`src/rtl/sha_pkg.sv`:
```
// Shared types for the SHA-256 core input path: frame layout, word helpers.
// Used by the loader RTL, the golden model and the bench.
package sha_pkg;
  localparam int WORD_W      = 32;
  localparam int FRAME_WORDS = 11;
  localparam int IDX_W       = 4;

  typedef logic [WORD_W-1:0] word_t;

  // Field order makes 'a' the MSBs of the packed state.
  typedef struct packed {
    word_t a, b, c, d, e, f, g, h;
  } hash_state_t;

  typedef struct packed {
    hash_state_t hs;
    word_t       w1, w2, w3;
  } frame_t;

  typedef enum logic [1:0] {
    LD_IDLE = 2'd0,
    LD_FILL = 2'd1,
    LD_FULL = 2'd2
  } load_state_e;

  function automatic word_t little_endian_to_big(input word_t w);
    return {w[7:0], w[15:8], w[23:16], w[31:24]};
  endfunction
endpackage

```
`src/rtl/core_input_loader_if.sv`:
```
// Load-side word stream and core-side frame bundle of the input loader.
interface core_input_loader_if;
  import sha_pkg::*;

  logic        load_valid;
  logic        load_ready;
  word_t       load_word;
  logic        load_last;
  logic        out_valid;
  logic        out_newblock;
  logic        out_ready;
  hash_state_t out_hashstate;
  word_t       out_w1;
  word_t       out_w2;
  word_t       out_w3;

  modport master (
    output load_valid, load_word, load_last, out_ready,
    input  load_ready, out_valid, out_newblock, out_hashstate, out_w1, out_w2, out_w3
  );

  modport slave (
    input  load_valid, load_word, load_last, out_ready,
    output load_ready, out_valid, out_newblock, out_hashstate, out_w1, out_w2, out_w3
  );
endinterface

```
`src/rtl/core_input_loader_frame_deserializer.sv`:
```
// Collects 11 words into the shadow frame and flags malformed frames.
// WORD_SWAP_EN: byte-reverse every word before storage.
module frame_deserializer
  import sha_pkg::*;
(
  input  logic   clk,
  input  logic   rst_n,
  input  logic   load_valid,
  input  word_t  load_word,
  input  logic   load_last,
  output logic   load_ready,
  input  logic   move,
  output logic   full,
  output frame_t frame,
  output logic   frame_err
);
  localparam logic [IDX_W-1:0] LAST_IDX = IDX_W'(FRAME_WORDS - 1);

  load_state_e                          state, state_nxt;
  logic        [IDX_W-1:0]              idx, idx_nxt;
  logic                                 err_nxt;
  logic        [FRAME_WORDS-1:0][WORD_W-1:0] shadow;
  logic                                 xfer;
  word_t                                word_in;

`ifdef WORD_SWAP_EN
  assign word_in = little_endian_to_big(load_word);
`else
  assign word_in = load_word;
`endif

  assign load_ready = (state == LD_FILL);
  assign full       = (state == LD_FULL);
  assign xfer       = load_valid && load_ready;
  assign frame      = shadow;

  always_comb begin
    state_nxt = state;
    idx_nxt   = idx;
    err_nxt   = 1'b0;
    case (state)
      LD_IDLE: state_nxt = LD_FILL;
      LD_FILL: if (xfer) begin
        if (idx == LAST_IDX) begin
          idx_nxt = '0;
          if (load_last) state_nxt = LD_FULL;
          else           err_nxt   = 1'b1;
        end else if (load_last) begin
          idx_nxt = '0;
          err_nxt = 1'b1;
        end else begin
          idx_nxt = idx + 1'b1;
        end
      end
      LD_FULL: if (move) state_nxt = LD_FILL;
      default: state_nxt = LD_IDLE;
    endcase
  end

  // Slot 0 ('a') lands in the top word so the packed shadow is already a frame_t.
  always_ff @(posedge clk or negedge rst_n) begin
    if (!rst_n) begin
      state     <= LD_IDLE;
      idx       <= '0;
      frame_err <= 1'b0;
      shadow    <= '0;
    end else begin
      state     <= state_nxt;
      idx       <= idx_nxt;
      frame_err <= err_nxt;
      if (xfer) shadow[LAST_IDX - idx] <= word_in;
    end
  end
endmodule

```
`src/rtl/core_input_loader.sv`:
```
// Double-buffered frame loader feeding the SHA-256 core.
// WORD_SWAP_EN (in the deserializer) selects byte-reversed word storage.
module core_input_loader
  import sha_pkg::*;
#(
  parameter int CNT_W = 16
) (
  input  logic                clk,
  input  logic                rst_n,
  core_input_loader_if.slave  bus,
  output logic                frame_err,
  output logic [CNT_W-1:0]    frames_accepted
);
  logic   full, move, out_valid;
  frame_t shadow_frame, active;

  frame_deserializer u_deser (
    .clk        (clk),
    .rst_n      (rst_n),
    .load_valid (bus.load_valid),
    .load_word  (bus.load_word),
    .load_last  (bus.load_last),
    .load_ready (bus.load_ready),
    .move       (move),
    .full       (full),
    .frame      (shadow_frame),
    .frame_err  (frame_err)
  );

  // Taking the next frame in the same cycle the core accepts gives back-to-back output.
  assign move = full && (!out_valid || bus.out_ready);

  always_ff @(posedge clk or negedge rst_n) begin
    if (!rst_n) begin
      active          <= '0;
      out_valid       <= 1'b0;
      frames_accepted <= '0;
    end else if (move) begin
      active          <= shadow_frame;
      out_valid       <= 1'b1;
      frames_accepted <= frames_accepted + 1'b1;
    end else if (bus.out_ready) begin
      out_valid <= 1'b0;
    end
  end

  assign bus.out_valid     = out_valid;
  assign bus.out_newblock  = out_valid;
  assign bus.out_hashstate = active.hs;
  assign bus.out_w1        = active.w1;
  assign bus.out_w2        = active.w2;
  assign bus.out_w3        = active.w3;
endmodule

```
`src/flat_wrapper.sv`:
```
// flat-port wrapper written by rule: the top's interface ports become plain ports
module core_input_loader_flat import sha_pkg::*;
#(
  parameter int CNT_W = 16
)
  (clk, rst_n, frame_err, frames_accepted, bus_load_valid, bus_load_word, bus_load_last, bus_out_ready, bus_load_ready, bus_out_valid, bus_out_newblock, bus_out_hashstate, bus_out_w1, bus_out_w2, bus_out_w3);
  core_input_loader_if bus_i ();
  input  logic clk;
  input  logic rst_n;
  output logic frame_err;
  output logic [CNT_W-1:0] frames_accepted;
  input wire logic [$bits(bus_i.load_valid)-1:0] bus_load_valid;
  input wire logic [$bits(bus_i.load_word)-1:0] bus_load_word;
  input wire logic [$bits(bus_i.load_last)-1:0] bus_load_last;
  input wire logic [$bits(bus_i.out_ready)-1:0] bus_out_ready;
  output wire logic [$bits(bus_i.load_ready)-1:0] bus_load_ready;
  output wire logic [$bits(bus_i.out_valid)-1:0] bus_out_valid;
  output wire logic [$bits(bus_i.out_newblock)-1:0] bus_out_newblock;
  output wire logic [$bits(bus_i.out_hashstate)-1:0] bus_out_hashstate;
  output wire logic [$bits(bus_i.out_w1)-1:0] bus_out_w1;
  output wire logic [$bits(bus_i.out_w2)-1:0] bus_out_w2;
  output wire logic [$bits(bus_i.out_w3)-1:0] bus_out_w3;
  assign bus_i.load_valid = bus_load_valid;
  assign bus_i.load_word = bus_load_word;
  assign bus_i.load_last = bus_load_last;
  assign bus_i.out_ready = bus_out_ready;
  assign bus_load_ready = bus_i.load_ready;
  assign bus_out_valid = bus_i.out_valid;
  assign bus_out_newblock = bus_i.out_newblock;
  assign bus_out_hashstate = bus_i.out_hashstate;
  assign bus_out_w1 = bus_i.out_w1;
  assign bus_out_w2 = bus_i.out_w2;
  assign bus_out_w3 = bus_i.out_w3;
  core_input_loader #(.CNT_W(CNT_W)) u_core (.clk(clk), .rst_n(rst_n), .bus(bus_i), .frame_err(frame_err), .frames_accepted(frames_accepted));
endmodule
```
`config.mk`:
```
export PLATFORM = sky130hd
export DESIGN_NAME = core_input_loader_flat
export DESIGN_NICKNAME = d
export VERILOG_FILES = /design/src/rtl/sha_pkg.sv /design/src/rtl/core_input_loader_if.sv /design/src/rtl/core_input_loader_frame_deserializer.sv /design/src/rtl/core_input_loader.sv /design/src/flat_wrapper.sv
export SDC_FILE = /design/constraint.sdc
export NUM_CORES = 1
export LEC_CHECK = 0
export ABC_AREA = 0
export CORE_MARGIN = 3
export CORE_UTILIZATION = 45
export CTS_BUF_LIST = sky130_fd_sc_hd__clkbuf_16
export CTS_CLUSTER_DIAMETER = 150
export DETAILED_ROUTE_END_ITERATION = 10
export PLACE_DENSITY = 0.68
export SYNTH_ARGS = -nofsm -noshare
export SYNTH_HDL_FRONTEND = slang
export SYNTH_SLANG_ARGS = --single-unit
```
`constraint.sdc`:
```
create_clock -name clk -period 2.3 [get_ports clk]
set_input_delay 0.69 -clock clk [delete_from_list [all_inputs] [get_ports clk]]
set_output_delay 0.69 -clock clk [all_outputs]
set_load 0.05 [all_outputs]
```
# Yosys cells after proc, flatten, opt, wreduce, memory -nomap -nowiden
# Index checks and enable logic that the tools add are counted.
[totals] in_bits=37 ff_bits=728 wordCells=65 output_inout_bits=372
[op_classes] addsub=3 n_reduce_logical=9 order_cmp=2 eq_ne=7 mux=17
[ops] op="$bwmux 352" count=1
[ops] op="$demux 32 s4" count=1
[ops] op="$mux 32" count=1
[ops] op="$add 16x1->16 const B" count=1
[ops] op="$mux 2" count=4
[ops] op="$mux 4" count=2
[ops] op="$mux 1" count=7
[ops] op="$pmux 2 s3" count=1
[ops] op="$lt 4x5->1 const B" count=1
[ops] op="$add 4x1->4 const B" count=1
[ops] op="$eq 4x4->1 const B" count=1
[ops] op="$ge 4x1->1 const B" count=1
[ops] op="$ne 2x1->1 const B" count=2
[ops] op="$ne 2x2->1 const B" count=2
[ops] op="$reduce_and 4->1" count=1
[ops] op="$sub 4x4->4 const A" count=1
[ops] op="$logic_and 1x1->1" count=3
[ops] op="$eq 2x1->1 const B" count=1
[ops] op="$eq 2x2->1 const B" count=1
[ops] op="$logic_not 2->1" count=1
[ops] op="$reduce_and 2->1" count=1
[ops] op="$reduce_bool 2->1" count=1
[ops] op="$logic_not 1->1" count=1
[ops] op="$logic_or 1x1->1" count=1

# Logic depth before layout (Yosys ltp)
# Gate-level depths: netlist (run 1).
[depth] depth_word=6 depth_mapped=9 depth_no_buf=6

# Hierarchy
# From an unflattened synthesis (run 1), not the netlist that was laid out.
[unflattened] hier_cells=2394 area_unflattened_um2=27745.4
[modules_own_cells] module="core_input_loader" seq_area_each_um2=9233.9 area_each_um2=13949.6 cells_each=1554 instances=1
[modules_own_cells] module="frame_deserializer" seq_area_each_um2=8983.6 area_each_um2=13795.7 cells_each=840 instances=1

# Worst setup path after synthesis (run 1)
# OpenSTA, ideal clock, no wires.
[synth_timing] path_type="flip-flop to flip-flop" from="register u_core.u_deser.state[0]" to="register u_core.u_deser.shadow (netlist bit u_core.u_deser.frame[257])" stages_incl_launch_ff=7 slack_ps=-187 path_buffers=2 period_less_slack_ps=2487 t_required_ps=2175 arrival_time_ps=2363 path_cell_list="dfrtp_1 buf_2 nor2b_1 and3_1 a32o_1 buf_2 mux2_2"
[synth_via] elab_chain_len=2
[synth_lines] item="start, declared" line_no="core_input_loader_frame_deserializer.sv:19" text="load_state_e state, state_nxt;"
[synth_lines] item="start signal, assigned" line_no="core_input_loader_frame_deserializer.sv:68" text="state <= state_nxt;"
[synth_lines] item="$eq 2x1->1" line_no="core_input_loader_frame_deserializer.sv:32" text="assign load_ready = (state == LD_FILL);"
[synth_lines] item="named net bus_load_ready" line_no="flat_wrapper.sv:16" text="output wire logic [$bits(bus_i.load_ready)-1:0] bus_load_ready;"
[synth_lines] item="$logic_and 1x1->1" line_no="core_input_loader_frame_deserializer.sv:34" text="assign xfer = load_valid && load_ready;"
[synth_lines] item="end signal, assigned by index" line_no="core_input_loader_frame_deserializer.sv:71" text="if (xfer) shadow[LAST_IDX - idx] <= word_in;"
[synth_lines] item="end, declared" line_no="core_input_loader_frame_deserializer.sv:22" text="logic [FRAME_WORDS-1:0][WORD_W-1:0] shadow;"
# The timed path passes the listed nets, and every way through them passes these cells.
# A chain may end at the register's enable or synchronous reset.

# Worst setup path after layout (run 1)
[layout_timing] from="register u_core.frames_accepted[9]" to="output frames_accepted[9]"
[layout_lines] item="start, declared" line_no="core_input_loader.sv:12" text="output logic [CNT_W-1:0] frames_accepted"
[layout_lines] item="start signal, assigned" line_no="core_input_loader.sv:41" text="frames_accepted <= frames_accepted + 1'b1;"
[layout_lines] item="end, declared" line_no="flat_wrapper.sv:11" text="output logic [CNT_W-1:0] frames_accepted;"
# No word-level cell between the ends.

==> impl_results.md, run 1 <==
- Register area: 18,200 µm²
- DP HPWL: ~50,000 µm
- Final Setup Violations: 0
- Critical Path Sink Type: output port
- Drt first pass iters: 6
- Critical path fanouts, max: 4
- Initial antenna violation count: 3
- Initial Util: 45.6%
- Vias in the first global route: 19.7k
- Worst Clk Skew: roughly 0.022 ns
- Setup WS pre-CTS: -0.332 ns
- Fin nets: 2,902
- Reg2reg end: u_core.u_deser.frame[351]
- Layout cells sized above 1: 17.2%
- Pin count of the biggest net entering global routing: 127
- Clock buffer count from CTS: 73
- Mapped Cells: 2,408
- Total power: 29.4 mW
- GP Congestion: about 0.82
- Delay-heaviest family, CP: buffers and inverters
- Worst R2R Setup Slack: around 0.07 ns
- Hold EP: u_core.bus.out_hashstate[194]
- Worst r2r src: u_core.u_deser.idx[0]
- Gr ovfl total: 0
- # fillers: 4,961
- Wirelength per Cell: 20.2 µm
- Vias per cell: 5.19
- CP Class: flip-flop to output port
- Data arrival, critical path: approximately 1.6 ns
- Worst-margin pin slew: 0.789 ns
- CP Launch Type: flip-flop
- Slew Limit Fails: 0
- CTS sink count: 728
- Post-Route WL: 74,400 µm
- Die Y: 254 µm
- Commonest non-fill, non-tap cell in the layout: nand2_1
- Met3 wire len: 3880 µm
- CTS clk-pin slew, worst paths: 0.06 ns
- CP peak stage delay: around 0.56 ns
- Fin crit share: a little over nine tenths
- Synthesized area: around 28,000 µm²
- Cells on Worst Hold Path: 2
- M1 WL: around 32,000 µm
- Rows: 90
- Root Driver: clkbuf_16
- Setup ws final: around 0.037 ns
- Tmin final: 2.26 ns
- Io pins: between 400 and 500
- IO Port Bufs: ~410
- Top Layer Used: met4
- Req. time, crit path: about 1.6 ns
- Initial drt markers: 1,385
- Ys Warns: 0
- RSZ-0062 raised after global routing: no
- Syn Area/Cell: 11.5 µm²
- WP buf/inv: 1
- Die width: 254 µm
- Flip-flop and latch count after synthesis: 728
- R2r worst-path depth: 6
- Static Leak: 19.9 nW
- Worst hold path type: flip-flop to flip-flop
- Area grow syn2layout: 27.8%
- Peak supply drop: roughly 0.52 mV
- Final ANT Viol Nets: 0
- CTS tree: done
- Routed via count: 19.2k
- Max-Cap Viols: 0
- Clock Latency Late Sink: 0.61 ns
- Crit path cell chain: dlygate4sd2_1
- GRT Resource Usage Total: a little under a quarter
- Post-synthesis sequential area ratio: between 60% and 70%
- H-tree depth: 3
- Power density over the cells: 834 nW/µm²
- EDFF count, synth: 0
- Multi-input logic area: 8830 µm²
- Full die area: 64,400 µm²
- Most used DFF post-synth: dfrtp_1
- FFs w/ async S/R, synth: 100%
- Total core area: 60,600 µm²
- Post-Syn Nets: 2,452
- Max Root-Sink Buffers: 3
- Slew HR: between 40 and 50%
- Post-synth cell types: 39
- Most frequent cells in the layout: 1,071 x nand2_1, 726 x dfrtp_1, 330 x dlygate4sd2_1, 250 x mux2_2, 102 x mux2_1
- Final Hold Fails: 0
- DRC: 0
- Slowest-stage cell, CP: dlygate4sd2_1
- Max Fclk: 442 MHz
- First-pass GRT wire length: 115,000 µm
- HP Start: u_core.u_deser.frame[290]
- Status: completed
- Met2 routed WL: 36,700 µm
==> metal layers <==
layer	up-vias	global-route usage, %
li1	8607	-
met1	9910	31.6
met2	531	38.6
met3	113	3.61
met4	0	7.55
met5	-	0
==> cell type report <==
cell class	count	area share, %
Tap cell	782	2.77
Multi-Input combinational cell	1525	25.0
Clock inverter	47	0.794
Inverter	5	0.0531
Antenna cell	2	0.0142
Timing Repair Buffer	525	14.3
Sequential cell	728	51.6
Clock buffer	77	5.46
==> cells in the mapped netlist (3+ instances only) <==
library cell / n / area share, %
buf_1: 7 / 0.095
o21ai_0: 6 / 0.11
buf_4: 4 / 0.11
ha_1: 7 / 0.32
xor2_1: 3 / 0.095
mux2_1: 102 / 4.2
nand4b_1: 5 / 0.16
nor2_1: 12 / 0.16
a32o_1: 3 / 0.11
buf_2: 52 / 0.94
nand4_1: 8 / 0.18
xnor2_1: 13 / 0.41
dfrtp_1: 728 / 66
inv_1: 5 / 0.068
nand2b_1: 3 / 0.068
mux2_2: 250 / 10
clkbuf_1: 87 / 1.2
nand2_1: 1071 / 15
a32oi_2: 3 / 0.18
a22oi_2: 4 / 0.18
nor3_1: 5 / 0.091
nand3_1: 9 / 0.16
==> flip-flops by register name, summed over array words and instances (netlist names) <==
name,count
u_core.u_deser.frame,352
u_core.bus.out_hashstate,256
u_core.bus.out_newblock,1
u_core.bus.out_w1,32
u_core.bus.out_w3,32
u_core.bus.out_w2,32
u_core.u_deser.frame_err,1
u_core.u_deser.state,2
u_core.frames_accepted,16
u_core.u_deser.idx,4
==> metrics by stage <==
| stage | utilization, % | area, µm² | cells | hold slack [ns] | TNS, ns |
|---|---|---|---|---|---|
| detailed placement | 55.3 | 33500 | 3562 | 0.445 | -89.39 |
| floorplan | - | 27600 | 2408 | 0.394 | 0 |
| finish | 58.3 | 35300 | 3691 | 0.450 | 0 |
| global route | 58.3 | 35300 | 3689 | 0.476 | 0 |
| global placement | 55.3 | 33500 | 3562 | 0.441 | -74.38 |
| CTS | 58.3 | 35300 | 3687 | 0.453 | 0 |
==> worst max path at each step <==
stage	startpoint	endpoint	slack, ns	cells past startpoint
floorplan	u_core.u_deser.state[0]	u_core.u_deser.frame[257]	0.12	6
global placement	bus_load_valid	u_core.u_deser.frame[19]	-0.30	6
detailed placement	bus_load_valid	u_core.u_deser.frame[249]	-0.33	6
CTS	u_core.bus.out_hashstate[199]	bus_out_hashstate[199]	0.002	1
global route	u_core.u_deser.state[1]	bus_load_ready	0.0002	3
finish	u_core.frames_accepted[9]	frames_accepted[9]	0.04	1
==> cells by family (layout without fill, tap and decap cells) <==
| family | after synthesis | after routing | synth area share [%] |
|---|---|---|---|
| AO/OA/AOI/OAI | 25 | 25 | 0.819 |
| XOR/XNOR | 16 | 16 | 0.507 |
| adder cells (fa/ha/maj) | 7 | 7 | 0.317 |
| buffers and inverters | 155 | 654 | 2.39 |
| flip-flops | 728 | 728 | 65.9 |
| multiplexers | 352 | 352 | 14.3 |
| other | 0 | 2 | 0 |
| AND/OR/NAND/NOR | 1125 | 1125 | 15.7 |
==> power by group <==
part	switching [mW]	total, mW	internal [mW]	leakage [nW]
combinational	1.10	2.62	1.52	8.96
clock	4.82	11.2	6.34	1.15
sequential	0.985	15.7	14.7	9.83
total	6.91	29.4	22.5	19.9
==> repair_timing <==
action | in CTS | in global routing
setup endpoints to repair | 351 | 111
gates resized for setup | 366 | 10
pin swaps | 0 | 1
hold buffers | 1 | 0
hold endpoints to repair | 7 | 0
buffers inserted | 0 | 2
Power figures use the tool's default switching activity.
==> run 2, diff against run 1 <==
- GPL_ROUTABILITY_DRIVEN: default -> 0
==> results of run 2 <==
No change in the layout: final DEF, timing and power equal those of run 1.
